===== src/rtl/mem_arb_pkg.sv =====
// Shared types and constants for the IF/LSU memory port arbiter.
package mem_arb_pkg;

    typedef enum logic [1:0] {
        IDLE    = 2'd0,
        WAIT_IF = 2'd1,
        WAIT_DM = 2'd2
    } arb_state_t;

    typedef enum logic {
        OWN_IF = 1'b0,
        OWN_DM = 1'b1
    } owner_t;

    // Fetches always read a full word.
    localparam logic [3:0] FETCH_BMASK = 4'hF;

    // Wide enough for STARVE_MAX up to 15 and TIMEOUT up to 1023.
    localparam int STARVE_W = 4;
    localparam int WD_W     = 10;

    // Response word handed to the owner: zero when the watchdog aborted.
    function automatic logic [31:0] resp_data(input logic abort, input logic [31:0] rdata);
        return abort ? 32'd0 : rdata;
    endfunction

endpackage


===== src/rtl/mem_arb_watchdog.sv =====
// Response watchdog: cleared when a transaction is issued, counts every
// cycle spent waiting, and flags the wait cycle on which the count would
// reach TIMEOUT-1 so the arbiter can abort on that edge.
module mem_arb_watchdog
    import mem_arb_pkg::*;
#(
    parameter int TIMEOUT = 255
) (
    input  logic i_clk,
    input  logic i_reset,
    input  logic i_clear,
    input  logic i_enable,
    output logic o_timeout
);

    localparam logic [WD_W-1:0] LAST_WAIT = WD_W'(TIMEOUT - 2);
    localparam logic [WD_W-1:0] TOP_COUNT = WD_W'(TIMEOUT - 1);

    logic [WD_W-1:0] r_cnt;

    // Wait-cycle counter; holds at its top value instead of wrapping.
    always_ff @(posedge i_clk or posedge i_reset) begin
        if (i_reset) begin
            r_cnt <= '0;
        end else if (i_clear) begin
            r_cnt <= '0;
        end else if (i_enable && (r_cnt != TOP_COUNT)) begin
            r_cnt <= r_cnt + 1'b1;
        end
    end

    assign o_timeout = i_enable && (r_cnt == LAST_WAIT);

endmodule


===== src/rtl/mem_port_arbiter.sv =====
// Two-requester arbiter for a single-ported memory: LSU data accesses win by
// default, fetch is forced through after STARVE_MAX consecutive data grants,
// one transaction is outstanding at a time, and a watchdog aborts a
// transaction whose response never arrives.
module mem_port_arbiter
    import mem_arb_pkg::*;
#(
    parameter int STARVE_MAX = 4,
    parameter int TIMEOUT    = 255
) (
    input  logic        i_clk,
    input  logic        i_reset,
    input  logic        i_if_req,
    input  logic [31:0] i_if_addr,
    input  logic        i_if_flush,
    output logic        o_if_gnt,
    output logic        o_if_rvalid,
    output logic [31:0] o_if_rdata,
    input  logic        i_dm_req,
    input  logic [31:0] i_dm_addr,
    input  logic        i_dm_wren,
    input  logic [31:0] i_dm_wdata,
    input  logic [3:0]  i_dm_bmask,
    output logic        o_dm_gnt,
    output logic        o_dm_rvalid,
    output logic [31:0] o_dm_rdata,
    output logic        o_mem_req,
    output logic [31:0] o_mem_addr,
    output logic        o_mem_wren,
    output logic [31:0] o_mem_wdata,
    output logic [3:0]  o_mem_bmask,
    input  logic        i_mem_ready,
    input  logic        i_mem_rvalid,
    input  logic [31:0] i_mem_rdata,
    output logic        o_err
);

    arb_state_t          r_state;
    arb_state_t          w_state_next;
    owner_t              w_owner;
    logic [STARVE_W-1:0] r_starve;
    logic                r_drop;
    logic                r_if_rvalid;
    logic                r_dm_rvalid;
    logic                r_err;
    logic [31:0]         r_if_rdata;
    logic [31:0]         r_dm_rdata;

    logic                w_eff_if;
    logic                w_starved;
    logic                w_grant;
    logic                w_wd_timeout;
    logic                w_done;
    logic                w_abort;
    logic                w_if_deliver;
    logic                w_dm_deliver;
    logic [31:0]         w_resp_data;

    // A fetch is never issued while the pipeline is redirecting.
    assign w_eff_if  = i_if_req && !i_if_flush;
    assign w_starved = (r_starve == STARVE_W'(STARVE_MAX));

    // Completion of the outstanding transaction: a response, or a watchdog
    // abort (the watchdog only counts outside IDLE, so it cannot fire there).
    assign w_done      = (r_state != IDLE) && (i_mem_rvalid || w_wd_timeout);
    assign w_abort     = w_wd_timeout && !i_mem_rvalid;
    assign w_resp_data = resp_data(w_abort, i_mem_rdata);

    // A flush seen earlier in the wait, or on the response cycle, swallows the fetch data.
    assign w_if_deliver = (r_state == WAIT_IF) && w_done && !r_drop && !i_if_flush;
    assign w_dm_deliver = (r_state == WAIT_DM) && w_done;

    mem_arb_watchdog #(
        .TIMEOUT (TIMEOUT)
    ) u_watchdog (
        .i_clk     (i_clk),
        .i_reset   (i_reset),
        .i_clear   (w_grant),
        .i_enable  (r_state != IDLE),
        .o_timeout (w_wd_timeout)
    );

    // State register.
    always_ff @(posedge i_clk or posedge i_reset) begin
        if (i_reset) begin
            r_state <= IDLE;
        end else begin
            r_state <= w_state_next;
        end
    end

    // Next state: issue from IDLE on a grant, return on response or abort.
    always_comb begin
        w_state_next = r_state;
        case (r_state)
            IDLE:    if (w_grant) w_state_next = (w_owner == OWN_IF) ? WAIT_IF : WAIT_DM;
            WAIT_IF: if (w_done)  w_state_next = IDLE;
            WAIT_DM: if (w_done)  w_state_next = IDLE;
            default: w_state_next = IDLE;
        endcase
    end

    // Outputs: winner selection and memory request, only driven in IDLE.
    always_comb begin
        w_owner     = OWN_DM;
        o_mem_req   = 1'b0;
        o_mem_addr  = '0;
        o_mem_wren  = 1'b0;
        o_mem_wdata = '0;
        o_mem_bmask = '0;
        if ((r_state == IDLE) && !i_reset) begin
            if (w_eff_if && (!i_dm_req || w_starved)) begin
                w_owner     = OWN_IF;
                o_mem_req   = 1'b1;
                o_mem_addr  = i_if_addr;
                o_mem_bmask = FETCH_BMASK;
            end else if (i_dm_req) begin
                w_owner     = OWN_DM;
                o_mem_req   = 1'b1;
                o_mem_addr  = i_dm_addr;
                o_mem_wren  = i_dm_wren;
                o_mem_wdata = i_dm_wdata;
                o_mem_bmask = i_dm_bmask;
            end
        end
        w_grant  = o_mem_req && i_mem_ready;
        o_if_gnt = w_grant && (w_owner == OWN_IF);
        o_dm_gnt = w_grant && (w_owner == OWN_DM);
    end

    // Starvation count: consecutive data grants that bypassed a waiting fetch.
    always_ff @(posedge i_clk or posedge i_reset) begin
        if (i_reset) begin
            r_starve <= '0;
        end else if (w_grant) begin
            if ((w_owner == OWN_DM) && w_eff_if) begin
                if (!w_starved) r_starve <= r_starve + 1'b1;
            end else begin
                r_starve <= '0;
            end
        end
    end

    // Drop flag: remembers a flush that landed while the fetch was in flight.
    always_ff @(posedge i_clk or posedge i_reset) begin
        if (i_reset) begin
            r_drop <= 1'b0;
        end else if ((r_state != WAIT_IF) || w_done) begin
            r_drop <= 1'b0;
        end else if (i_if_flush) begin
            r_drop <= 1'b1;
        end
    end

    // Response registers: one-cycle valid pulses, data held until the next delivery.
    always_ff @(posedge i_clk or posedge i_reset) begin
        if (i_reset) begin
            r_if_rvalid <= 1'b0;
            r_dm_rvalid <= 1'b0;
            r_err       <= 1'b0;
            r_if_rdata  <= '0;
            r_dm_rdata  <= '0;
        end else begin
            r_if_rvalid <= w_if_deliver;
            r_dm_rvalid <= w_dm_deliver;
            r_err       <= w_done && w_abort;
            if (w_if_deliver) r_if_rdata <= w_resp_data;
            if (w_dm_deliver) r_dm_rdata <= w_resp_data;
        end
    end

    assign o_if_rvalid = r_if_rvalid;
    assign o_if_rdata  = r_if_rdata;
    assign o_dm_rvalid = r_dm_rvalid;
    assign o_dm_rdata  = r_dm_rdata;
    assign o_err       = r_err;

endmodule


===== config.mk =====
export PLATFORM = sky130hd
export DESIGN_NAME = mem_port_arbiter
export DESIGN_NICKNAME = d
export VERILOG_FILES = /design/src/rtl/mem_arb_pkg.sv /design/src/rtl/mem_arb_watchdog.sv /design/src/rtl/mem_port_arbiter.sv
export SDC_FILE = /design/constraint.sdc
export NUM_CORES = 1
export LEC_CHECK = 0
export CAP_MARGIN = 30
export CORE_ASPECT_RATIO = 1.1
export CORE_MARGIN = 5
export CORE_UTILIZATION = 35
export DETAILED_ROUTE_END_ITERATION = 8
export GPL_TIMING_DRIVEN = 0
export PLACE_DENSITY_LB_ADDON = 0.2
export RECOVER_POWER = 100
export SLEW_MARGIN = 20
export SYNTH_ARGS = -nofsm -noshare
export SYNTH_HDL_FRONTEND = slang
export SYNTH_SLANG_ARGS = --single-unit

===== constraint.sdc =====
create_clock -name i_clk -period 9.6 [get_ports i_clk]
set_input_delay 0.96 -clock i_clk [delete_from_list [all_inputs] [get_ports i_clk]]
set_output_delay 0.96 -clock i_clk [all_outputs]
set_load 0.1 [all_outputs]

# == Word level (Yosys, flattened, before mapping) ==
# Cells that the tools add are included.
# totals
ff_bits,84
in_bits,140
output_inout_bits,139
elab_cells,80
# op_classes
add_sub_neg,2
n_eq_ne,9
n_mux,28
bitwise_logic,1
reduce_logical,31
# ops
operator,count
two-way mux 32 bit,7
two-way mux 10 bit,2
two-way mux 4 bit,5
logical AND 1 bit,16
adder 10 x 1 -> 10 bit (second input constant),1
equality test 10 x 8 -> 1 bit (second input constant),1
two-way mux 1 bit,10
!= test 10 x 8 -> 1 bit (second input constant),1
two-way mux 2 bit,3
!= test 2 x 1 -> 1 bit (second input constant),3
nonzero test 2 bit,3
logical NOT 1 bit,5
adder 4 x 1 -> 4 bit (second input constant),1
equality test 4 x 3 -> 1 bit (second input constant),1
one-hot mux 2 bit (2 select lines),1
AND reduction 2 bit,2
logical OR 1 bit,3
equality test 2 x 1 -> 1 bit (second input constant),1
equality test 2 bit (second input constant),1
logical NOT 2 bit,1
!= test 2 bit (second input constant),1
OR reduction 2 bit,1
NOT 1 bit,1

# == Depth between registers and ports, before layout ==
# Gate-level depths: netlist (run 1).
# logic_depth
depth_word,8
depth_mapped,8
ltp_nobuf,6

# == Modules after synthesis ==
# A second synthesis (run 1) with hierarchy kept.
# hier_totals
cells_unflattened,408
area_unflattened_um2,4554.4
# by_module_without_submodules
module,instances,cells_each,area_each_um2
mem_port_arbiter,1,330,3862.5
mem_arb_watchdog,1,78,691.9

# == Worst setup path before layout (run 1) ==
# No wires, ideal clock.
# synth_path
path_kind,input to output
from,input port i_reset
to,output port o_mem_req
arrival_ps,4747
path_slack_ps,3893
cell_stages,3
path_buffers,0
cell_sequence,inv_1 nand2_1 a21oi_1
# synth_via
elab_chain_cells,3
# synth_rtl
item,line_no,text
"start, declared",mem_port_arbiter.sv:12,"input logic i_reset,"
logical NOT 1 bit (no line),-,
logical AND 1 bit,mem_port_arbiter.sv:111,if ((r_state == IDLE) && !i_reset) begin
two-way mux 1 bit,mem_port_arbiter.sv:111,
"end, declared",mem_port_arbiter.sv:27,"output logic o_mem_req,"
# Every way passes these cells.

# == Worst setup path after layout (run 1) ==
# layout_path
from,input port i_reset
to,output port o_mem_addr[6]
# layout_via
elab_chain_cells,3
# layout_rtl
item,line_no,text
logical NOT 1 bit (no line),-,
logical AND 1 bit,mem_port_arbiter.sv:111,
two-way mux 32 bit,mem_port_arbiter.sv:111,
"end, declared",mem_port_arbiter.sv:28,"output logic [31:0] o_mem_addr,"
# Every way passes these cells.

==> impl_metrics.yaml, run 1 <==
floorplanning:
  coreArea_um2: 11930
  die_area_um2: 14330
  ioPinCount: 279
  fp.dieH_um: 125.1
  num_rows: 42
  die_x_um: 114.6
  initial_core_util: 0.3532
detailed_routing:
  vias: 4371
  drt_iter0_drc: 253
  drc: 0
  drt_wl_total_mm: 16.44
  avgViaCountPerCell: 5.344
  routedWlPerCell_um: 20.10
  drt-pass1-iter-count: 4
  drtAntennaViolNets: 0
global_route:
  grt_pass1_vias: 4606
  grt_pass1_wl_mm: 24.98
  grt_max_degree: 55
  grt_usage: 0.2224
  grt_antenna_before_repair: 0
  grt-ovfl-total: 0
sta:
  worstMarginPinSlew_ns: 2.884
  hold_viol: 0
  finalSetupViolCount: 0
  rsz0062_at_grt: "no"
  max_freq_mhz: 151.2
  slew_viol_final: 55
  timing.clock.skew_ns: 0.007389
  slew_headroom: -0.9225
  finalCritPeriodShare: 0.6888
  fin_setup_tns_ns: 0
  fin_crit_ns: 6.612
final_layout:
  drive_gt1_frac: 0.06476
  area_growth_pct: 84.23
  stdcell_count: 818
  final_util: 0.6506
  diodes: 0
  nets: 807
power_and_ir_drop:
  peakVddDrop_v: 0.0002556
  p_per_area_nw_per_um2: 315.3
  clkPwrFrac: 0.134
  internal-power_mw: 1.040
  p_leak_nw: 3.604
  seq_power_share: 0.215
  switching_share: 0.5752
  combPwrFrac: 0.651
  p_sw_mw: 1.408
yosys:
  synth_top_area_share: 0.4990
  yosys_register_bits: 84
  syn_area_um2: 4213
  synthTopCellsByArea: "dfrtp_1 (50%), a32o_1 (15%), a22o_1 (6.7%)"
  synthArstFlopShare: 1.000
  syn_nets: 505
  syn_area_per_cell_um2: 11.80
  yosys.area.top_type: "dfrtp_1"
  ys_warn_count: 0
  synth_cell_type_count: 51
  synthFlopType: "dfrtp_1"
  synth_seq_area_share: 0.4990
  synth_enable_flop_cells: 0
  synthCells: 357
outcome:
  outcome: "complete, but fails checks"
  violations: "max-capacitance violations, max-slew violations"
clock_network:
  cts_tree: "yes"
  cts_resized: 0
  h-tree-depth: 3
  worstSkewPairLatency_ns: 0.33
  cts_hold_buffers: 0
  cts_root_buffer: "clkbuf_16"
  post_cts_buffers: 0
  clkTransAtPathRegs_ns: 0.06
  numCtsBuffers: 9
  clock-sinks: 84
  clockBufferDepth: 2
setup_path:
  crit_type: "primary input to output port"
  rrSetupSlack_ns: 7.15
  cp-endpoint: "o_mem_addr[6]"
  startpoint_type: "primary input"
  cp.arrival_ns: 5.65
  critPathMaxFanout: 33
  r2r_start: "r_state[0]$_DFFE_PP0P_"
  end_kind: "output port"
  cp-startpoint: "i_reset"
  r2r-end: "r_state[1]$_DFFE_PP0P_"
  critPathRequiredTime_ns: 8.64
  rr_worst_depth: 8
placement:
  dp_cells: 802
  dp_hpwl_mm: 13.63
  io_buffer_count: 277
  gp_congestion: 0.8826
flow_run:
  drv_cap: 1
worst_hold_path:
  min_path_type: "flip-flop to flip-flop"
-- synth_stat cells (all sizes together), types with 2 or more instances --
library cell,instances
a21o,5
a21oi,4
a22o,32
a31oi,3
a32o,64
and2,35
buf,18
clkbuf,16
dfrtp,84
ha,8
inv,11
mux2i,3
nand2,9
nand2b,3
nand3,3
nand3b,2
nand4,4
nor2,12
nor2b,3
nor3b,3
nor4b,2
o211ai,2
o21ai,8
o22ai,3
xnor2,2
-- power groups by stage --
stage               Clock, mW  Combinational (mW)  Sequential [mW]
global route            0.351                1.64            0.539
detailed placement          0                1.66            0.537
CTS                     0.335                1.66            0.531
global placement            0                1.60            0.531
finish                  0.327                1.59            0.526
floorplan                   0               0.520             1.20
-- per-stage QoR --
step / setup WS, ns / hold slack [ns] / power, mW / cell area [um2]
after floorplan: 3.893 / 0.4379 / 1.723 / 4213
after global placement: 2.001 / 0.4556 / 2.128 / 7178
after detailed placement: 4.343 / 0.4662 / 2.195 / 7566
after CTS: 4.342 / 0.4760 / 2.527 / 7855
after global routing: 2.497 / 0.4982 / 2.535 / 7761
final: 2.988 / 0.4740 / 2.447 / 7761
-- layout make-up --
class | instances | area [um2]
multi-input cells | 228 | 1814
well taps | 154 | 192.7
fillers | 944 | 4168
inverters | 11 | 42.54
clock inverters | 4 | 32.53
clock buffers | 12 | 256.5
plain buffers | 34 | 186.4
repair buffers | 291 | 3134
flip-flops and latches | 84 | 2102
-- logic make-up (layout without fill, tap and decap cells) --
| family | count (synthesis) | count (layout) | synth area share |
|---|---|---|---|
| compound gates | 131 | 131 | 0.2768 |
| flops | 84 | 84 | 0.4990 |
| buf+inv | 45 | 352 | 0.06356 |
| simple gates | 83 | 83 | 0.1235 |
| mux | 3 | 3 | 0.007128 |
| xor+xnor | 3 | 3 | 0.006238 |
| fa+ha+maj | 8 | 8 | 0.02376 |
-- worst min-delay path by stage --
stage	start	to	slack, ns	depth (start not counted)
floorplan	u_watchdog.r_cnt[6]$_DFFE_PP0P_	u_watchdog.r_cnt[6]$_DFFE_PP0P_	0.44	1
global placement	u_watchdog.r_cnt[6]$_DFFE_PP0P_	u_watchdog.r_cnt[6]$_DFFE_PP0P_	0.46	1
detailed placement	u_watchdog.r_cnt[6]$_DFFE_PP0P_	u_watchdog.r_cnt[6]$_DFFE_PP0P_	0.47	1
CTS	u_watchdog.r_cnt[6]$_DFFE_PP0P_	u_watchdog.r_cnt[6]$_DFFE_PP0P_	0.48	1
global route	o_if_rdata[13]$_DFFE_PP0P_	o_if_rdata[13]$_DFFE_PP0P_	0.50	1
finish	u_watchdog.r_cnt[6]$_DFFE_PP0P_	u_watchdog.r_cnt[6]$_DFFE_PP0P_	0.47	1
-- state kept, by name, indices dropped and copies added (netlist names) --
| register | count |
|---|---|
| o_dm_rdata | 32 |
| o_dm_rvalid | 1 |
| o_err | 1 |
| o_if_rdata | 32 |
| o_if_rvalid | 1 |
| r_drop | 1 |
| r_starve | 4 |
| r_state | 2 |
| u_watchdog.r_cnt | 10 |
-- per-layer routing --
metal | wire [um] | up-vias | share of wire | global-route usage
li1 | - | 2004 | - | -
met1 | 5478 | 2115 | 0.33 | 0.2314
met2 | 8844 | 221 | 0.54 | 0.4073
met3 | 1549 | 31 | 0.094 | 0.07395
met4 | 571 | 0 | 0.035 | 0.08386
met5 | 0 | - | 0 | 0
-- worst max-delay path: stages --
cell and delay [ns]:
dlygate4sd3_1 0.60, clkinvlp_2 0.85, nand2_1 0.32, nor3_1 0.48
clkbuf_1 0.49, clkbuf_1 0.44, a22o_1 0.26, dlygate4sd3_1 1.24
-- cells in the final DEF (no fill, tap or decap), drive strengths merged, types with 9 or more instances in the layout --
| master | instances |
|---|---|
| a32o | 64 |
| dlygate4sd3 | 138 |
| clkdlybuf4s50 | 139 |
| inv | 11 |
| a22o | 32 |
| and2 | 35 |
| nor2 | 12 |
| clkbuf | 37 |
| buf | 23 |
| dfrtp | 84 |
| nand2 | 9 |
No activity file was read; power rests on OpenSTA's default activity.
==> inputs of run 2 (changes only) <==
clock period = 6.2 ns   (was 9.6 ns; I/O delays follow)
==> run 2 against run 1 <==
- the flow still finishes with violations (max-capacitance violations, max-slew violations)
- first-iteration DRC count increased by 0.40%
- sequential power increased by 55%
- die area unchanged
- flip-flop and latch count unchanged
- via count decreased by 0.46%
- cell count unchanged
- clock power increased by 55%
- core utilization decreased by 0.29 points
- register-to-register slack got worse by 3.5 ns
- global-route usage unchanged
- non-clock buffer count unchanged
- power increased by 55%
- critical endpoint is now o_mem_addr[16]
- largest cell class unchanged
- largest power group unchanged
==> impl_metrics.yaml, run 2 (same netlist as run 1, synthesis figures left out) <==
sta:
  rsz0062_at_grt: "no"
  worstMarginPinSlew_ns: 2.861
  slew_headroom: -0.9071
  timing.clock.skew_ns: 0.006906
  fin_crit_ns: 5.128
  finalCritPeriodShare: 0.8271
  slew_viol_final: 55
  hold_viol: 0
  whs_ns: 0.4744
  finalSetupViolCount: 0
  max_freq_mhz: 195.0
flow_run:
  drv_cap: 1
power_and_ir_drop:
  clkPwrFrac: 0.134
  p_per_area_nw_per_um2: 489.8
  seq_power_share: 0.215
  switching_share: 0.5749
  p_leak_nw: 3.566
  peakVddDrop_v: 0.0003960
  combPwrFrac: 0.651
  p_sw_mw: 2.175
  internal-power_mw: 1.609
final_layout:
  nets: 807
  area_growth_pct: 83.40
  drive_gt1_frac: 0.05572
  final_common_cell: "clkdlybuf4s50_1"
  final_cell_mix: "clkdlybuf4s50_1 (142), dlygate4sd3_1 (135), dfrtp_1 (84)"
  stdcell_count: 818
  diodes: 0
detailed_routing:
  routedWlPerCell_um: 20.09
  drc: 0
  avgViaCountPerCell: 5.319
  drtAntennaViolNets: 0
  drt-pass1-iter-count: 4
  drt_wl_total_mm: 16.44
  drt_iter0_drc: 254
  vias: 4351
clock_network:
  cts_hold_buffers: 0
  clock-sinks: 84
  post_cts_buffers: 0
  h-tree-depth: 3
  worstSkewPairLatency_ns: 0.33
  cts_root_buffer: "clkbuf_16"
  clockBufferDepth: 2
  cts_resized: 0
  numCtsBuffers: 9
  cts_tree: "yes"
  clkTransAtPathRegs_ns: 0.06
setup_path:
  critPathRequiredTime_ns: 5.58
  crit_type: "primary input to output port"
  critPathMaxFanout: 33
  cp-startpoint: "i_reset"
  r2r_start: "r_state[0]$_DFFE_PP0P_"
  end_kind: "output port"
  cp.arrival_ns: 4.51
  startpoint_type: "primary input"
floorplanning:
  die_x_um: 114.6
  die_area_um2: 14330
  fp.dieH_um: 125.1
  coreArea_um2: 11930
  initial_core_util: 0.3532
  ioPinCount: 279
  num_rows: 42
outcome:
  outcome: "complete, but fails checks"
  violations: "max-capacitance violations, max-slew violations"
placement:
  gp_congestion: 0.8826
  io_buffer_count: 277
  dp_cells: 802
  dp_hpwl_mm: 13.63
global_route:
  grt_usage: 0.2224
  grt_max_degree: 55
  grt_pass1_wl_mm: 24.98
  grt_antenna_before_repair: 0
  grt-ovfl-total: 0
  grt_pass1_vias: 4606
worst_hold_path:
  min_from: "u_watchdog.r_cnt[6]$_DFFE_PP0P_"
  min_path_type: "flip-flop to flip-flop"
## run 2: per-layer routing
layer	share of wire	vias to the layer above	global-route usage	wire, um
met2	0.54	211	0.4073	8833
met3	0.096	26	0.07395	1570
met5	0	-	0	0
met1	0.33	2115	0.2314	5492
met4	0.033	0	0.08386	540
li1	-	1999	-	-
## run 2: area by class of cell
type	count	area, um2
fillers	950	4203
repair buffers	291	3134
flip-flops and latches	84	2102
multi-input cells	228	1809
clock buffers	12	256.5
well taps	154	192.7
plain buffers	34	155.1
inverters	11	43.79
clock inverters	4	32.53
## run 2: power by group through the flow
stage                     Sequential, mW  Combinational [mW]  Clock (mW)
after CTS                          0.821                2.57       0.519
after floorplan                     1.86               0.805           0
after global placement             0.822                2.47           0
final                              0.814                2.46       0.507
after detailed placement           0.831                2.57           0
after global routing               0.835                2.55       0.543
## run 2: through the flow
step                cell area, um2  TNS (ns)  total power [mW]  utilization  setup slack [ns]
floorplan                     4213         0             2.668            -             1.173
global placement              7178    -40.61             3.295       0.6017           -0.7193
detailed placement            7566         0             3.399       0.6343             1.623
CTS                           7855         0             3.912       0.6585             1.622
global route                  7726         0             3.924       0.6477            0.7959
finish                        7726         0             3.784       0.6477             1.072
## run 2: critical path, stage by stage
cell             delay, ns
dlygate4sd3_1         0.63
inv_4                 0.34
nand2_1               0.22
nor3_1                0.44
clkbuf_1              0.48
clkbuf_1              0.39
a22o_1                0.19
clkdlybuf4s50_1       1.18
## run 2: final timing paths
check | to | slack (ns) | cells after the start
max in group asynchronous | o_if_rdata[6]$_DFFE_PP0P_ | 2.31 | 3
worst max-delay path | o_mem_addr[16] | 1.07 | 8
worst min register to register | u_watchdog.r_cnt[6]$_DFFE_PP0P_ | 0.47 | 1
worst min-delay path | u_watchdog.r_cnt[6]$_DFFE_PP0P_ | 0.47 | 1
min in group asynchronous | u_watchdog.r_cnt[7]$_DFFE_PP0P_ | 0.84 | 2
worst max register to register | r_state[1]$_DFFE_PP0P_ | 3.65 | 8
